**config.mk**
```make
export PLATFORM = sky130hd
export DESIGN_NAME = fpu
export DESIGN_NICKNAME = d
export VERILOG_FILES = /design/src/rtl/fpu_pkg.sv /design/src/rtl/fpu_lzc.sv /design/src/rtl/fpu.sv
export SDC_FILE = /design/constraint.sdc
export NUM_CORES = 1
export LEC_CHECK = 0
export ABC_AREA = 0
export BUFFER_PORTS_ARGS = -buffer_cell sky130_fd_sc_hd__buf_2
export CAP_MARGIN = 30
export CORE_MARGIN = 3
export CORE_UTILIZATION = 55
export DETAILED_ROUTE_END_ITERATION = 10
export PLACE_DENSITY_LB_ADDON = 0.08
export SETUP_SLACK_MARGIN = 0.02
export SLEW_MARGIN = 10
export SYNTH_ARGS = -nofsm -noshare
export SYNTH_HDL_FRONTEND = slang
export SYNTH_SLANG_ARGS = --single-unit
```
**constraint.sdc**
```tcl
create_clock -name clk -period 12.5 [get_ports clk]
set_input_delay 3.75 -clock clk [delete_from_list [all_inputs] [get_ports clk]]
set_output_delay 3.75 -clock clk [all_outputs]
set_load 0.02 [all_outputs]
```
**src/rtl/fpu_pkg.sv**
```systemverilog
// Shared definitions for the binary32 FPU: field widths, opcodes, FSM states.
package fpu_pkg;

    localparam int SIGN_W   = 1;
    localparam int EXP_W    = 8;
    localparam int FRAC_W   = 23;
    localparam int EXP_BIAS = 127;

    localparam logic [31:0] CANON_NAN = 32'h7FC0_0000;

    localparam logic [1:0] OP_ADD = 2'b00;
    localparam logic [1:0] OP_SUB = 2'b01;
    localparam logic [1:0] OP_MUL = 2'b10;
    localparam logic [1:0] OP_RSV = 2'b11;

    typedef enum logic [2:0] {
        S_IDLE      = 3'd0,
        S_UNPACK    = 3'd1,
        S_ALIGN     = 3'd2,
        S_OPERATE   = 3'd3,
        S_NORMALIZE = 3'd4,
        S_DONE      = 3'd5
    } state_t;

endpackage

```
**src/rtl/fpu_lzc.sv**
```systemverilog
// Leading-zero count of a 48-bit significand; returns 48 for an all-zero input.
module fpu_lzc (
    input  logic [47:0] x,
    output logic [5:0]  cnt
);

    always_comb begin
        cnt = 6'd48;
        for (int i = 0; i < 48; i++) begin
            if (x[i]) cnt = 6'(47 - i);
        end
    end

endmodule

```
**src/rtl/fpu.sv**
```systemverilog
// Multi-cycle binary32 add/sub/mul, truncating, subnormals flushed to zero.
// Multiply is present only when FPU_MUL_EN is defined; otherwise op=10 returns +0.
//
//   state     | meaning
//   IDLE      | wait for start, capture A/B/op
//   UNPACK    | split fields, flush subnormals, resolve NaN/Inf/reserved
//   ALIGN     | order by magnitude and shift smaller significand (add/sub)
//   OPERATE   | add/sub magnitudes or multiply significands
//   NORMALIZE | leading-zero normalize, range check, build result
//   DONE      | done pulse, R valid
module fpu
    import fpu_pkg::*;
(
    input  logic        clk,
    input  logic        rst,
    input  logic        start,
    input  logic [1:0]  op,
    input  logic [31:0] A,
    input  logic [31:0] B,
    output logic [31:0] R,
    output logic        done
);

    state_t state, state_nx;

    logic [1:0]  op_q;
    logic [31:0] a_q, b_q;
    logic        is_mul;

    logic              a_sign, b_sign;
    logic [EXP_W-1:0]  a_exp, b_exp;
    logic [FRAC_W-1:0] a_frac, b_frac;
    logic              nan_a, nan_b, inf_a, inf_b, zero_a, zero_b;
    logic              spec_nx;
    logic [31:0]       spec_val_nx;

    logic              sa_u, sb_u, spec_q;
    logic [EXP_W-1:0]  ea_u, eb_u;
    logic [FRAC_W:0]   ma_u, mb_u;
    logic [31:0]       spec_val_q;

    logic               sign_al, effsub_al;
    logic signed [10:0] ebase_al;
    logic [FRAC_W:0]    mbig_al, msml_al;

    logic [24:0]        mag;
    logic [47:0]        prod;
    logic [47:0]        mant_op;

    logic [5:0]         lz;
    logic signed [10:0] exp_n;
    logic [FRAC_W-1:0]  frac_n;
    logic [31:0]        res_n;

`ifdef FPU_MUL_EN
    assign is_mul = (op_q == OP_MUL);
    assign prod   = {24'd0, mbig_al} * {24'd0, msml_al};
`else
    assign is_mul = 1'b0;
    assign prod   = 48'd0;
`endif

    always_ff @(posedge clk) begin
        if (rst) state <= S_IDLE;
        else     state <= state_nx;
    end

    always_comb begin
        state_nx = state;
        case (state)
            S_IDLE:      if (start) state_nx = S_UNPACK;
            S_UNPACK:    state_nx = S_ALIGN;
            S_ALIGN:     state_nx = S_OPERATE;
            S_OPERATE:   state_nx = S_NORMALIZE;
            S_NORMALIZE: state_nx = S_DONE;
            S_DONE:      state_nx = S_IDLE;
            default:     state_nx = S_IDLE;
        endcase
    end

    assign a_sign = a_q[EXP_W+FRAC_W];
    assign b_sign = b_q[EXP_W+FRAC_W] ^ (op_q == OP_SUB);
    assign a_exp  = a_q[FRAC_W +: EXP_W];
    assign b_exp  = b_q[FRAC_W +: EXP_W];
    assign a_frac = a_q[FRAC_W-1:0];
    assign b_frac = b_q[FRAC_W-1:0];
    assign nan_a  = (&a_exp) && (|a_frac);
    assign nan_b  = (&b_exp) && (|b_frac);
    assign inf_a  = (&a_exp) && !(|a_frac);
    assign inf_b  = (&b_exp) && !(|b_frac);
    assign zero_a = (a_exp == '0);
    assign zero_b = (b_exp == '0);

    // Special operands settle the result here; the datapath result is then ignored.
    always_comb begin
        spec_nx     = 1'b0;
        spec_val_nx = '0;
        if (op_q == OP_ADD || op_q == OP_SUB) begin
            if (nan_a || nan_b || (inf_a && inf_b && (a_sign != b_sign))) begin
                spec_nx     = 1'b1;
                spec_val_nx = CANON_NAN;
            end else if (inf_a) begin
                spec_nx     = 1'b1;
                spec_val_nx = {a_sign, {EXP_W{1'b1}}, {FRAC_W{1'b0}}};
            end else if (inf_b) begin
                spec_nx     = 1'b1;
                spec_val_nx = {b_sign, {EXP_W{1'b1}}, {FRAC_W{1'b0}}};
            end
        end else if (is_mul) begin
            if (nan_a || nan_b || (inf_a && zero_b) || (zero_a && inf_b)) begin
                spec_nx     = 1'b1;
                spec_val_nx = CANON_NAN;
            end else if (inf_a || inf_b) begin
                spec_nx     = 1'b1;
                spec_val_nx = {a_sign ^ b_sign, {EXP_W{1'b1}}, {FRAC_W{1'b0}}};
            end else if (zero_a || zero_b) begin
                spec_nx     = 1'b1;
                spec_val_nx = {a_sign ^ b_sign, {(EXP_W+FRAC_W){1'b0}}};
            end
        end else begin
            spec_nx     = 1'b1;
            spec_val_nx = '0;
        end
    end

    assign mag = effsub_al ? ({1'b0, mbig_al} - {1'b0, msml_al})
                           : ({1'b0, mbig_al} + {1'b0, msml_al});

    always_ff @(posedge clk) begin
        case (state)
            S_IDLE: if (start) begin
                op_q <= op;
                a_q  <= A;
                b_q  <= B;
            end
            S_UNPACK: begin
                sa_u       <= a_sign;
                sb_u       <= b_sign;
                ea_u       <= a_exp;
                eb_u       <= b_exp;
                ma_u       <= zero_a ? '0 : {1'b1, a_frac};
                mb_u       <= zero_b ? '0 : {1'b1, b_frac};
                spec_q     <= spec_nx;
                spec_val_q <= spec_val_nx;
            end
            S_ALIGN: begin
                if (is_mul) begin
                    sign_al   <= sa_u ^ sb_u;
                    effsub_al <= 1'b0;
                    ebase_al  <= $signed({3'd0, ea_u}) + $signed({3'd0, eb_u}) - 11'(EXP_BIAS);
                    mbig_al   <= ma_u;
                    msml_al   <= mb_u;
                end else if ({ea_u, ma_u} >= {eb_u, mb_u}) begin
                    sign_al   <= sa_u;
                    effsub_al <= sa_u ^ sb_u;
                    ebase_al  <= $signed({3'd0, ea_u});
                    mbig_al   <= ma_u;
                    msml_al   <= mb_u >> (ea_u - eb_u);
                end else begin
                    sign_al   <= sb_u;
                    effsub_al <= sa_u ^ sb_u;
                    ebase_al  <= $signed({3'd0, eb_u});
                    mbig_al   <= mb_u;
                    msml_al   <= ma_u >> (eb_u - ea_u);
                end
            end
            // Both paths place the 2^1 weight at bit 47 so one normalizer serves them.
            S_OPERATE: mant_op <= is_mul ? prod : {mag, 23'd0};
            default: ;
        endcase
    end

    fpu_lzc u_lzc (
        .x   (mant_op),
        .cnt (lz)
    );

    assign exp_n  = ebase_al + 11'sd1 - $signed({5'd0, lz});
    assign frac_n = FRAC_W'((mant_op << lz) >> 24);

    always_comb begin
        res_n = {sign_al, exp_n[EXP_W-1:0], frac_n};
        if (spec_q)
            res_n = spec_val_q;
        else if (mant_op == '0)
            res_n = '0;
        else if (exp_n >= 11'sd255)
            res_n = {sign_al, {EXP_W{1'b1}}, {FRAC_W{1'b0}}};
        else if (exp_n <= 11'sd0)
            res_n = {sign_al, {(EXP_W+FRAC_W){1'b0}}};
    end

    always_ff @(posedge clk) begin
        if (rst) begin
            R    <= '0;
            done <= 1'b0;
        end else begin
            done <= (state == S_NORMALIZE);
            if (state == S_NORMALIZE) R <= res_n;
        end
    end

endmodule

```
=== Word-level counts from Yosys, hierarchy flattened ===
Cells that the tools add are included.
Widths: inputs -> output; s select.

* Add/sub/neg operators: 6
* $mul: 0
* Div/mod/pow operators: 0
* Magnitude comparators: 3
* Equal/unequal tests: 7
* Shift operators: 3
* Multiplexer cells: 42
* Bitwise operators: 3
* Reduce and logical (&&, ||, !) cells: 23

{| class="wikitable"
|+ Operators with widths
! cell !! number
|-
| $mux 6 || 25
|-
| $mux 32 || 4
|-
| $mux 24 || 4
|-
| $mux 31 || 3
|-
| $logic_not 48->1 || 1
|-
| $shl 48x6->47 || 1
|-
| $shr 24x8->24 || 2
|-
| $reduce_or 23->1 || 2
|-
| $ge 32x32->1 || 1
|-
| $add 24x24->25 || 1
|-
| $mux 25 || 1
|-
| $sub 24x24->25 || 1
|-
| $logic_not 8->1 || 2
|-
| $reduce_and 8->1 || 2
|-
| $sub 8x8->8 || 2
|-
| $pmux 3 s5 || 1
|-
| $add 11x2->11 const B || 1
|-
| $ge 11x9->1 const B || 1
|-
| $le 11x1->1 const B || 1
|-
| $sub 11x7->11 || 1
|-
| $mux 8 || 1
|-
| $eq 3x2->1 const B || 2
|-
| $logic_and 1x1->1 || 6
|-
| $eq 3x1->1 const B || 1
|-
| other kinds (15) || 20
|}

* Register bits: 287
* Bits in latches: 0
* Bits in writable memories: 0
* Memory bits (read-only): 0
* Output and inout bits: 33
* Word-level logic and storage cells: 111
* Memories kept: 0

=== Logic depth before layout (Yosys ltp) ===
Gate-level depths: netlist of the first run.

* Word-level depth: 31
* Gate-level depth with buffers: 19

=== Hierarchy ===
From an unflattened synthesis of the first run, not the netlist that was laid out.

* Cell total of the unflattened synthesis: 1617
* Area, all modules: 16547.1 sq um

{| class="wikitable"
|+ Modules (own cells, without submodules)
! module !! instances !! cells an instance !! area each (sq um)
|-
| fpu || 1 || 1509 || 15931.5
|-
| fpu_lzc || 1 || 108 || 615.6
|}

=== Worst setup path after synthesis of the first run ===
No wires, ideal clock.

* Path kind: input to register
* From: input port start
* To: register a_q[0], enable pin
* Library setup time: 676 ps
* Data arrival time: 10439 ps
* Required time: 11824 ps
* Setup slack: 1385 ps
* Stages on the path: 1
* Cells stage by stage: nor4b_1

* Cells in the longest elaborated chain, start to end: 1

{| class="wikitable"
|+ Ends and longest elaborated chain
! item !! RTL line !! RTL
|-
| start, declared || fpu.sv:16 || <nowiki>input logic start,</nowiki>
|-
| $reduce_and 2->1 (no source line) || n/a ||
|-
| end signal, assigned || fpu.sv:133 || <nowiki>a_q <= A;</nowiki>
|-
| end, declared || fpu.sv:27 || <nowiki>logic [31:0] a_q, b_q;</nowiki>
|}

Every way passes these cells.
A chain may end at the register's enable or synchronous reset.

=== Final worst setup path of the first run ===
* From: register mant_op[41]
* To: register R[3]

* Cells in the longest elaborated chain, start to end: 13
* Elaborated cells on any way between the ends: 16
* Those cells by class: add/sub (1); order compare (2); shift (1); mux (11); reduce/logical (1)

{| class="wikitable"
|+ Ends and longest elaborated chain
! item !! RTL line !! RTL
|-
| start, declared || fpu.sv:48 || <nowiki>logic [47:0] mant_op;</nowiki>
|-
| start signal, assigned || fpu.sv:168 || <nowiki>S_OPERATE: mant_op <= is_mul ? prod : {mag, 23'd0};</nowiki>
|-
| $mux 6 (7 in a row) || fpu_lzc.sv:10 || <nowiki>if (x[i]) cnt = 6'(47 - i);</nowiki>
|-
| $sub 11x7->11 || fpu.sv:178 || <nowiki>assign exp_n = ebase_al + 11'sd1 - $signed({5'd0, lz});</nowiki>
|-
| $le 11x1->1 || fpu.sv:189 || <nowiki>else if (exp_n <= 11'sd0)</nowiki>
|-
| $mux 31 || fpu.sv:189 ||
|-
| $mux 31 || fpu.sv:187 || <nowiki>else if (exp_n >= 11'sd255)</nowiki>
|-
| $mux 32 * || fpu.sv:185 || <nowiki>else if (mant_op == '0)</nowiki>
|-
| $mux 32 * || fpu.sv:183 || <nowiki>if (spec_q)</nowiki>
|-
| end signal, assigned || fpu.sv:199 || <nowiki>if (state == S_NORMALIZE) R <= res_n;</nowiki>
|-
| end, declared || fpu.sv:20 || <nowiki>output logic [31:0] R,</nowiki>
|}

Every way passes the cells marked *; elsewhere a longest branch is shown, timed or not.

==> results of run 1 <==
## through the flow
stage	utilization [%]	area (um2)	setup slack (ps)
CTS	62.6	17600	7090
global route	62.6	17600	6490
floorplan	-	15800	1380
global placement	59.4	16700	7220
detailed placement	59.5	16700	7110
finish	62.6	17600	6990
## how the worst max path moves through the flow
stage               endpoint   startpoint  cells past startpoint  slack [ps]
global route            R[3]  mant_op[28]                     17        6490
detailed placement     R[21]  mant_op[28]                     17        7110
finish                  R[3]  mant_op[41]                     15        6990
floorplan             a_q[0]        start                      1        1380
global placement       R[10]  mant_op[28]                     16        7220
CTS                     R[3]  mant_op[28]                     17        7090
## critical path, delay by kind of cell (launching register included)
family                   cells  cell delay, ps
AND/OR/NAND/NOR              5            1990
AO/OA/AOI/OAI                6            1580
adder cells (fa/ha/maj)      2             750
flip-flops                   1             490
buffers and inverters        1             400
XOR/XNOR                     1             230
## power breakdown
part           internal (mW)  switching [mW]  total (mW)
Sequential              1.03          0.0537        1.08
Combinational          0.312           0.487       0.799
Clock                  0.472           0.305       0.778
## layout by cell type, fill, tap and decap left out, types with 14 or more instances in the layout
cell type,Yosys,layout
a21o_1,20,20
a211oi_1,28,28
nand2_1,125,125
nand2b_1,14,14
inv_1,73,73
o21ai_0,93,93
buf_2,12,101
a21oi_1,87,87
nor4_1,26,26
buf_4,0,15
o22ai_1,25,25
dfxtp_1,36,36
nand4_1,16,16
edfxtp_1,219,219
clkbuf_16,0,29
mux2i_1,89,89
mux2_2,22,22
mux4_2,20,20
ha_1,78,77
xnor2_1,45,45
nor3_1,31,31
and2_1,55,55
nor2b_1,18,18
nor2_1,116,116
## layer usage
layer	vias up	wire length, um	global-route usage, %
li1	5808	-	-
met1	5554	16800	33.0
met2	345	18700	42.6
met3	87	1530	2.33
met4	0	1530	8.78
met5	-	0	0
## flip-flops by register name (all words and copies together) (netlist names), 2 cells and up
register / count
R: 32
mant_op: 25
eb_u: 8
ebase_al: 8
msml_al: 24
a_q: 32
state: 3
b_q: 32
ea_u: 8
mb_u: 24
spec_val_q: 3
mbig_al: 24
ma_u: 24
op_q: 2
## kinds of logic after synthesis
family / Yosys count / share of synthesized area (%)
and+or+nand+nor: 465 / 14.8
AOI/OAI and AO/OA: 376 / 15.5
DFF: 255 / 46.1
buffers and inverters: 138 / 3.57
muxes: 131 / 10.0
adders and majority gates: 82 / 6.67
xor gates and xnor gates: 58 / 3.21
## final cells by class
class	instances	area, um2
fillers	2405	10500
multi-input cells	1112	8020
clock inverters	5	52.6
well taps	378	473
inverters	75	282
clock buffers	42	827
repair buffers	118	648
flip-flops and latches	255	7300
==> results.tsv, run 1 <==
stage	metric	value	unit
run_status	status	complete, no violations	
clock_tree	postCtsSetupRepairBufs	0	
critical_path	cp_cell_sequence	nor4_1 -> nand2_1 -> a21oi_1 -> inv_1 -> ha_1 -> ha_1 -> a211oi_1 -> o21bai_1 -> a21oi_1 -> xnor2_1 -> o211ai_1 -> nor4b_2 -> nand2_1 -> a2bb2oi_1 -> nor2_1	
synthesis	ys_ff_latch	255	
grt	grt_start_max_net_pins	71	
route	wl_per_cell	19.4	um
grt	overflow	0	
clock_tree	cts_max_level	1	
timing	drv_slew	0	
timing	timing_hold_violations_final	0	
clock_tree	cts_buffers	27	
route	drtAntennaViolNets	0	
hold_path	hold_depth	2	
synthesis	synth_top_area_share	41.6	%
route	drtIter0Drc	957	
clock_tree	insertion_delay	530	ps
synthesis	ys_top_cells_by_count	edfxtp_1, nand2_1, nor2_1, o21ai_0, mux2i_1	
critical_path	worstSetupEndpointType	flip-flop	
pwr	p_leak	6.75	nW
timing	rsz0062_at_grt	false	
critical_path	rr_startpoint	mant_op[41]	
critical_path	cp_max_fo	14	
timing	clock_skew	11.5	ps
clock_tree	cts.sinks	255	
synthesis	syn-cell-area	15800	um2
floorplan	fp-row-count	61	
place	gp_congestion	0.908	
layout	layout-drive-gt1-share	14.8	%
critical_path	crit_arrival	5980	ps
floorplan	die_h	176	um
clock_tree	clk_pin_slew	60	ps
clock_tree	postCtsResizedCells	0	
grt	track_usage	24.8	%
floorplan	die_width	176	um
hold_path	whs_endpoint	R[21]	
pwr	p_per_area	151	nW/um2
layout	diodes	0	
timing	fin_crit_sh	44.1	%
grt	antenna_found_initial	0	
critical_path	worstSetupPathType	flip-flop to flip-flop	
grt	grt_pass1_wl	61000	um
critical_path	r2r_setup_slack	6990	ps
hold_path	worstHoldStart	R[21]	
timing	setup_viol	0	
route	wl	38600	um
layout	stdcell_count	1985	
layout	synthToLayoutAreaGrowth	11.2	%
critical_path	reg2reg_to	R[3]	
synthesis	synth.most_common_cell	edfxtp_1	
clock_tree	cts_tree	yes	
timing	max_freq	181	MHz
place	post-dp-hpwl	30100	um
clock_tree	root_buffer	clkbuf_16	
synthesis	synthArstFlopShare	0	%
floorplan	io_pins	102	
synthesis	synth.distinct_cells	88	
route	drc	0	
clock_tree	hold_buffers	0	
timing	hold_ws	446	ps
timing	finalCriticalPeriod	5510	ps
critical_path	reg2reg_depth	15	
synthesis	synthFlopType	edfxtp_1	
flow_run	drv_cap	0	
synthesis	yosys_warnings	0	
timing	maxSlewHeadroom	36.3	%
pwr	vdd_drop_max	122	uV
synthesis	synth.area.top_cells	edfxtp_1, ha_1, mux2i_1	
critical_path	cp_slowest_stage_delay	730	ps
timing	tns	0	ps
synthesis	synth_nets	1656	
synthesis	syn_area_per_cell	10.5	um2
clock_tree	cts_buffer_depth	3	
critical_path	crit_required	12960	ps
layout	layout.nets	1740	
place	port_buffers	101	
synthesis	yosysSeqAreaShare	46.1	%
floorplan	start_util	56.3	%
hold_path	hold_class	flip-flop to flip-flop	
route	first_pass_iters	7	
place	placed_cells	1938	
floorplan	die-area	30800	um2
pwr	p_total	2.66	mW
grt	first_global_vias	11300	
synthesis	syn_inst	1505	
floorplan	core-area	28100	um2
critical_path	cp-start-kind	flip-flop	
critical_path	cp_slowest_cell	nor4_1	
route	vias_per_cell	5.94	
synthesis	yosysTopAreaCell	edfxtp_1	
timing	worst_slew_pin_slew	948	ps
route	dr_total_vias	11800	
synthesis	synth_edf_count	219	
(Power assumes the default switching activity.)
==> run 2: changes to the inputs <==
Clock period 12.5 ns to 4.68 ns, I/O delays scaled along.
==> results.tsv, run 2 (same netlist as run 1, synthesis figures left out) <==
stage	metric	value	unit	change
run_status	status	complete, no violations		
place	post-dp-hpwl	30400	um	+0.88%
critical_path	r2r_setup_slack	210	ps	-6780 ps
clock_tree	insertion_delay	540	ps	about the same
critical_path	cp_max_fo	5		-9
clock_tree	root_buffer	clkbuf_16		
timing	drv_slew	0		unchanged
place	pre_cts_ws	5.80	ps	-7110 ps
route	drtIter0Drc	1001		+4.6%
critical_path	cp_slowest_cell	or4_1		
pwr	vdd_drop_max	338	uV	+180%
clock_tree	cts.sinks	255		unchanged
layout	reg_top3	R x32, a_q x32, b_q x32		
place	port_buffers	101		unchanged
critical_path	cpMostUsedCell	ha_1		
floorplan	start_util	56.3	%	unchanged
critical_path	worstSetupEndpointType	flip-flop		
timing	tns	0	ps	unchanged
critical_path	crit_arrival	4900	ps	-1080 ps
critical_path	cp_slowest_stage_delay	620	ps	-110 ps
floorplan	die-area	30800	um2	unchanged
place	placed_cells	1963		+1.3%
timing	finalCriticalPeriod	4470	ps	-1040 ps
hold_path	whs_endpoint	R[13]		
clock_tree	cts_buffers	27		unchanged
timing	maxSlewHeadroom	41.6	%	+5.2 points
route	drc	0		unchanged
timing	timing_hold_violations_final	0		unchanged
place	dpl_cell_area	16900	um2	+1.3%
route	vias_per_cell	5.99		+0.76%
timing	worst_slew_pin_slew	877	ps	-71.5 ps
floorplan	io_pins	102		unchanged
timing	hold_ws	450	ps	+3.96 ps
layout	stdcell_count	2013		+1.4%
floorplan	die_width	176	um	unchanged
timing	clock_skew	14.5	ps	+2.99 ps
clock_tree	cts_buffer_depth	3		unchanged
clock_tree	cts_max_level	1		unchanged
grt	antenna_found_initial	0		unchanged
timing	rsz0062_at_grt	true		
critical_path	crit_required	5110	ps	-7850 ps
critical_path	worstSetupPathType	flip-flop to flip-flop		
pwr	p_leak	6.89	nW	+2.1%
layout	layout-drive-gt1-share	16.8	%	+1.9 points
route	wl_per_cell	19.6	um	+1.0%
clock_tree	hold_buffers	0		unchanged
grt	track_usage	25.3	%	+0.53 points
clock_tree	cts_tree	yes		
pwr	p_total	7.20	mW	+170%
critical_path	cp_cell_sequence	or4_1 -> nor2_4 -> nand2_4 -> or3_4 -> ha_1 -> ha_1 -> o2111ai_2 -> a21boi_0 -> o311ai_2 -> o211ai_1 -> nor4b_2 -> buf_4 -> and2_1 -> a21oi_1 -> o41ai_1		
layout	design_area	17900	um2	+1.7%
critical_path	cp-start-kind	flip-flop		
route	wl	39500	um	+2.4%
pwr	p_per_area	403	nW/um2	+170%
floorplan	fp-row-count	61		unchanged
critical_path	reg2reg_to	R[21]		
hold_path	worstHoldStart	R[13]		
critical_path	rr_startpoint	mant_op[37]		
floorplan	core-area	28100	um2	unchanged
layout	synthToLayoutAreaGrowth	13.0	%	
route	first_pass_iters	5		-2
route	drtAntennaViolNets	0		unchanged
layout	diodes	0		unchanged
hold_path	hold_depth	2		unchanged
layout	final_cell_mix	edfxtp_1, nand2_1, nor2_1, buf_2, o21ai_0		
grt	overflow	0		unchanged
timing	fin_crit_sh	95.5	%	+51 points
timing	fin_ws	210	ps	-6780 ps
timing	max_freq	224	MHz	+23%
place	gp_congestion	0.950		+4.6%
layout	final_util	63.7	%	+1.0 points
layout	layout.nets	1768		+1.6%
grt	grt_pass1_wl	62200	um	+1.9%
floorplan	die_h	176	um	unchanged
grt	grt_start_max_net_pins	71		unchanged
hold_path	hold_class	flip-flop to flip-flop		
timing	setup_viol	0		unchanged
route	dr_total_vias	12100		+2.2%
flow_run	drv_cap	0		unchanged
grt	first_global_vias	11600		+2.9%
layout	final_common_cell	edfxtp_1		
clock_tree	clk_pin_slew	60	ps	about the same
critical_path	reg2reg_depth	15		unchanged
## run 2: cell count changes in the layout (fill, tap and decap cells not counted), moves of 3 or more
cell	previous run	this run
buf_4	15	43
clkbuf_8	5	0
nor4_1	26	22
bufinv_16	1	4
clkinv_4	0	3
nor4_2	1	4
## run 2: worst max-delay path by stage
stage,from,endpoint,slack (ps)
after floorplan,mant_op[36],R[21],110
after global placement,mant_op[32],R[21],130
after detailed placement,mant_op[30],R[21],6
after CTS,mant_op[32],R[21],50
after global routing,mant_op[32],R[21],-20
final,mant_op[37],R[21],210
## run 2: what timing repair did
| action | in CTS | in global routing |
|---|---|---|
| buffers inserted | 1 | 1 |
| gates resized for setup | 1 | 10 |
| pin swaps | 1 | 1 |
| endpoints found under the setup margin | 1 | 19 |
## run 2: final cells by class
| class | count | area [um2] |
|---|---|---|
| clock buffers | 31 | 691 |
| well taps | 378 | 473 |
| clock inverters | 16 | 194 |
| flip-flops and latches | 255 | 7300 |
| inverters | 75 | 282 |
| fillers | 2369 | 10200 |
| repair buffers | 146 | 858 |
| multi-input cells | 1112 | 8090 |
## run 2: critical path: cells and delay by family, from the launching register on
kind,cells,cell delay (ps)
adders and majority gates,2,640
and+or+nand+nor,6,1790
buffers and inverters,1,170
DFF,1,460
AOI/OAI and AO/OA,6,1310
## run 2: power breakdown
| part | switching [mW] | internal, mW |
|---|---|---|
| sequential | 0.150 | 2.75 |
| combinational | 1.31 | 0.861 |
| clock | 0.857 | 1.28 |
## run 2: routing by layer
| layer | vias up | share of wire (%) | global-route usage [%] |
|---|---|---|---|
| li1 | 5863 | - | - |
| met1 | 5701 | 43 | 33.3 |
| met2 | 385 | 48 | 43.1 |
| met3 | 102 | 4.3 | 2.49 |
| met4 | 0 | 4.6 | 10.5 |
| met5 | - | 0 | 0 |
==> run 3: changes to the inputs <==
Settings changed: CORE_ASPECT_RATIO set to 1.1.
==> results.tsv, run 3 (same netlist as run 1, synthesis figures left out) <==
stage	metric	value	unit	change
critical_path	cp_max_fo	5		unchanged
pwr	p_per_area	401	nW/um2	-0.43%
pwr	vdd_drop_max	456	uV	+35%
route	wl_met3	1840	um	+8.8%
place	gp_congestion	0.940		-1.1%
critical_path	reg2reg_to	R[18]		
hold_path	hold_class	flip-flop to flip-flop		
timing	clock_skew	10.1	ps	-4.41 ps
timing	fin_crit_sh	94.6	%	-0.91 points
clock_tree	cts_tree	yes		
clock_tree	insertion_delay	540	ps	about the same
critical_path	r2r_setup_slack	250	ps	+40 ps
pwr	p_leak	6.93	nW	+0.49%
critical_path	worstSetupEndpointType	flip-flop		
route	wl_per_cell	19.5	um	-0.64%
layout	design_area	17900	um2	+0.15%
clock_tree	cts.sinks	255		unchanged
timing	finalCriticalPeriod	4430	ps	-42.5 ps
critical_path	worstSetupPathType	flip-flop to flip-flop		
layout	layout.nets	1777		+0.51%
place	pre_cts_ws	-44.4	ps	-50.2 ps
route	drc	0		unchanged
timing	drv_slew	0		unchanged
route	met2_length	19300	um	+0.98%
route	drt-met1-wl	15800	um	-6.4%
route	highest_layer	met4		
critical_path	cp_cell_sequence	or4_4 -> nor2_4 -> nand2_4 -> or3_4 -> ha_1 -> ha_1 -> o2111ai_2 -> a21boi_0 -> o311ai_2 -> o211ai_1 -> nor4b_2 -> buf_4 -> nand2_1 -> o211a_1 -> nor3_1		
layout	final_cell_mix	edfxtp_1, nand2_1, nor2_1, buf_2, o21ai_0		
critical_path	reg2reg_depth	15		unchanged
clock_tree	clk_pin_slew	60	ps	about the same
floorplan	die_width	168	um	-4.5%
grt	grt_start_max_net_pins	71		unchanged
floorplan	core-area	28100	um2	about the same
run_status	status	complete, no violations		
grt	track_usage	25.0	%	-0.32 points
grt	grt_pass1_wl	61500	um	-1.2%
route	vias_per_cell	5.93		-1.0%
hold_path	hold_depth	2		unchanged
timing	hold_ws	452	ps	+2.02 ps
clock_tree	root_buffer	clkbuf_16		
hold_path	worstHoldStart	R[13]		
route	dr_total_vias	11900		-1.4%
route	first_pass_iters	5		unchanged
place	post-dp-hpwl	30900	um	+1.6%
clock_tree	cts_buffer_depth	3		unchanged
floorplan	die-area	30800	um2	about the same
route	wl	39100	um	-0.98%
timing	worst_slew_pin_slew	1030	ps	+151 ps
flow_run	drv_cap	0		unchanged
critical_path	cp_slowest_cell	or4_4		
timing	setup_viol	0		unchanged
critical_path	cp-start-kind	flip-flop		
place	port_buffers	101		unchanged
route	drtAntennaViolNets	0		unchanged
layout	diodes	0		unchanged
grt	overflow	0		unchanged
timing	fin_ws	252	ps	+42.5 ps
timing	rsz0062_at_grt	false		
floorplan	die_h	184	um	+4.7%
critical_path	rr_startpoint	mant_op[32]		
layout	reg_top3	R x32, a_q x32, b_q x32		
clock_tree	cts_buffers	26		-3.7%
layout	layout-drive-gt1-share	17.2	%	+0.47 points
place	dpl_cell_area	16900	um2	-0.16%
route	drtIter0Drc	830		-17%
clock_tree	hold_buffers	0		unchanged
floorplan	io_pins	102		unchanged
timing	maxSlewHeadroom	31.4	%	-10 points
grt	antenna_found_initial	1		+1
critical_path	cp_top_family	simple AND/OR/NAND/NOR gates		
critical_path	crit_required	5140	ps	+30 ps
place	placed_cells	1949		-0.71%
critical_path	crit_arrival	4890	ps	about the same
layout	stdcell_count	2006		-0.35%
critical_path	cp_slowest_stage_delay	600	ps	-20 ps
floorplan	start_util	56.3	%	about the same
critical_path	cpMostUsedCell	ha_1		
timing	tns	0	ps	unchanged
grt	first_global_vias	11600		-0.54%
clock_tree	cts_max_level	1		unchanged
critical_path	startpoint	mant_op[32]		
timing	timing_hold_violations_final	0		unchanged
floorplan	fp-row-count	64		+4.9%
hold_path	whs_endpoint	R[13]		
layout	synthToLayoutAreaGrowth	13.2	%	
layout	final_common_cell	edfxtp_1		
critical_path	path_buf_inv	1		unchanged
timing	max_freq	226	MHz	+0.96%
-- run 3: changes by cell type in the layout (fill, tap and decap cells not counted), sizes merged --
cell	before	now
buf	146	155
inv	76	77
clkinvlp	2	3
clkbuf	31	34
clkinv	9	3
-- run 3: where the power goes --
group	switching [mW]	internal, mW
clock network	0.836	1.27
logic	1.31	0.868
registers	0.149	2.75
-- run 3: stage by stage --
stage / total power, mW / utilization (%)
floorplan: 4.47 / -
global placement: 5.04 / 60.1
detailed placement: 5.06 / 60.1
CTS: 7.17 / 63.2
global route: 7.56 / 63.7
finish: 7.18 / 63.7
-- run 3: worst max-delay path by stage --
stage | depth (start not counted) | slack [ps] | to
floorplan | 16 | 110 | R[21]
global placement | 14 | 150 | R[21]
detailed placement | 18 | -40 | R[21]
CTS | 19 | 20 | R[18]
global route | 18 | 2 | R[18]
finish | 15 | 250 | R[18]
-- run 3: per-layer routing --
metal	vias to the layer above	global-route usage, %
met4	0	12.2
met2	372	44.2
met5	-	0
li1	5876	-
met1	5511	30.5
met3	128	3.03
-- run 3: worst register-to-register path, stage by stage (launching register included) --
cell	delay [ps]
edfxtp_1	480
or4_4	600
nor2_4	200
nand2_4	60
or3_4	400
ha_1	290
ha_1	350
o2111ai_2	260
a21boi_0	170
o311ai_2	360
o211ai_1	200
nor4b_2	300
buf_4	180
nand2_1	100
o211a_1	240
nor3_1	160
-- run 3: layout make-up --
type	count	area, um2
Clock inverter	12	169
Inverter	75	282
Timing Repair Buffer	156	918
Multi-Input combinational cell	1112	8100
Clock buffer	33	698
Tap cell	363	454
Fill cell	2278	10200
Sequential cell	255	7300
-- run 3: timing repair --
action,4_1_cts,5_1_grt
setup endpoints to repair,7,30
buffers inserted,1,10
gates resized for setup,0,14
pin swaps,1,4
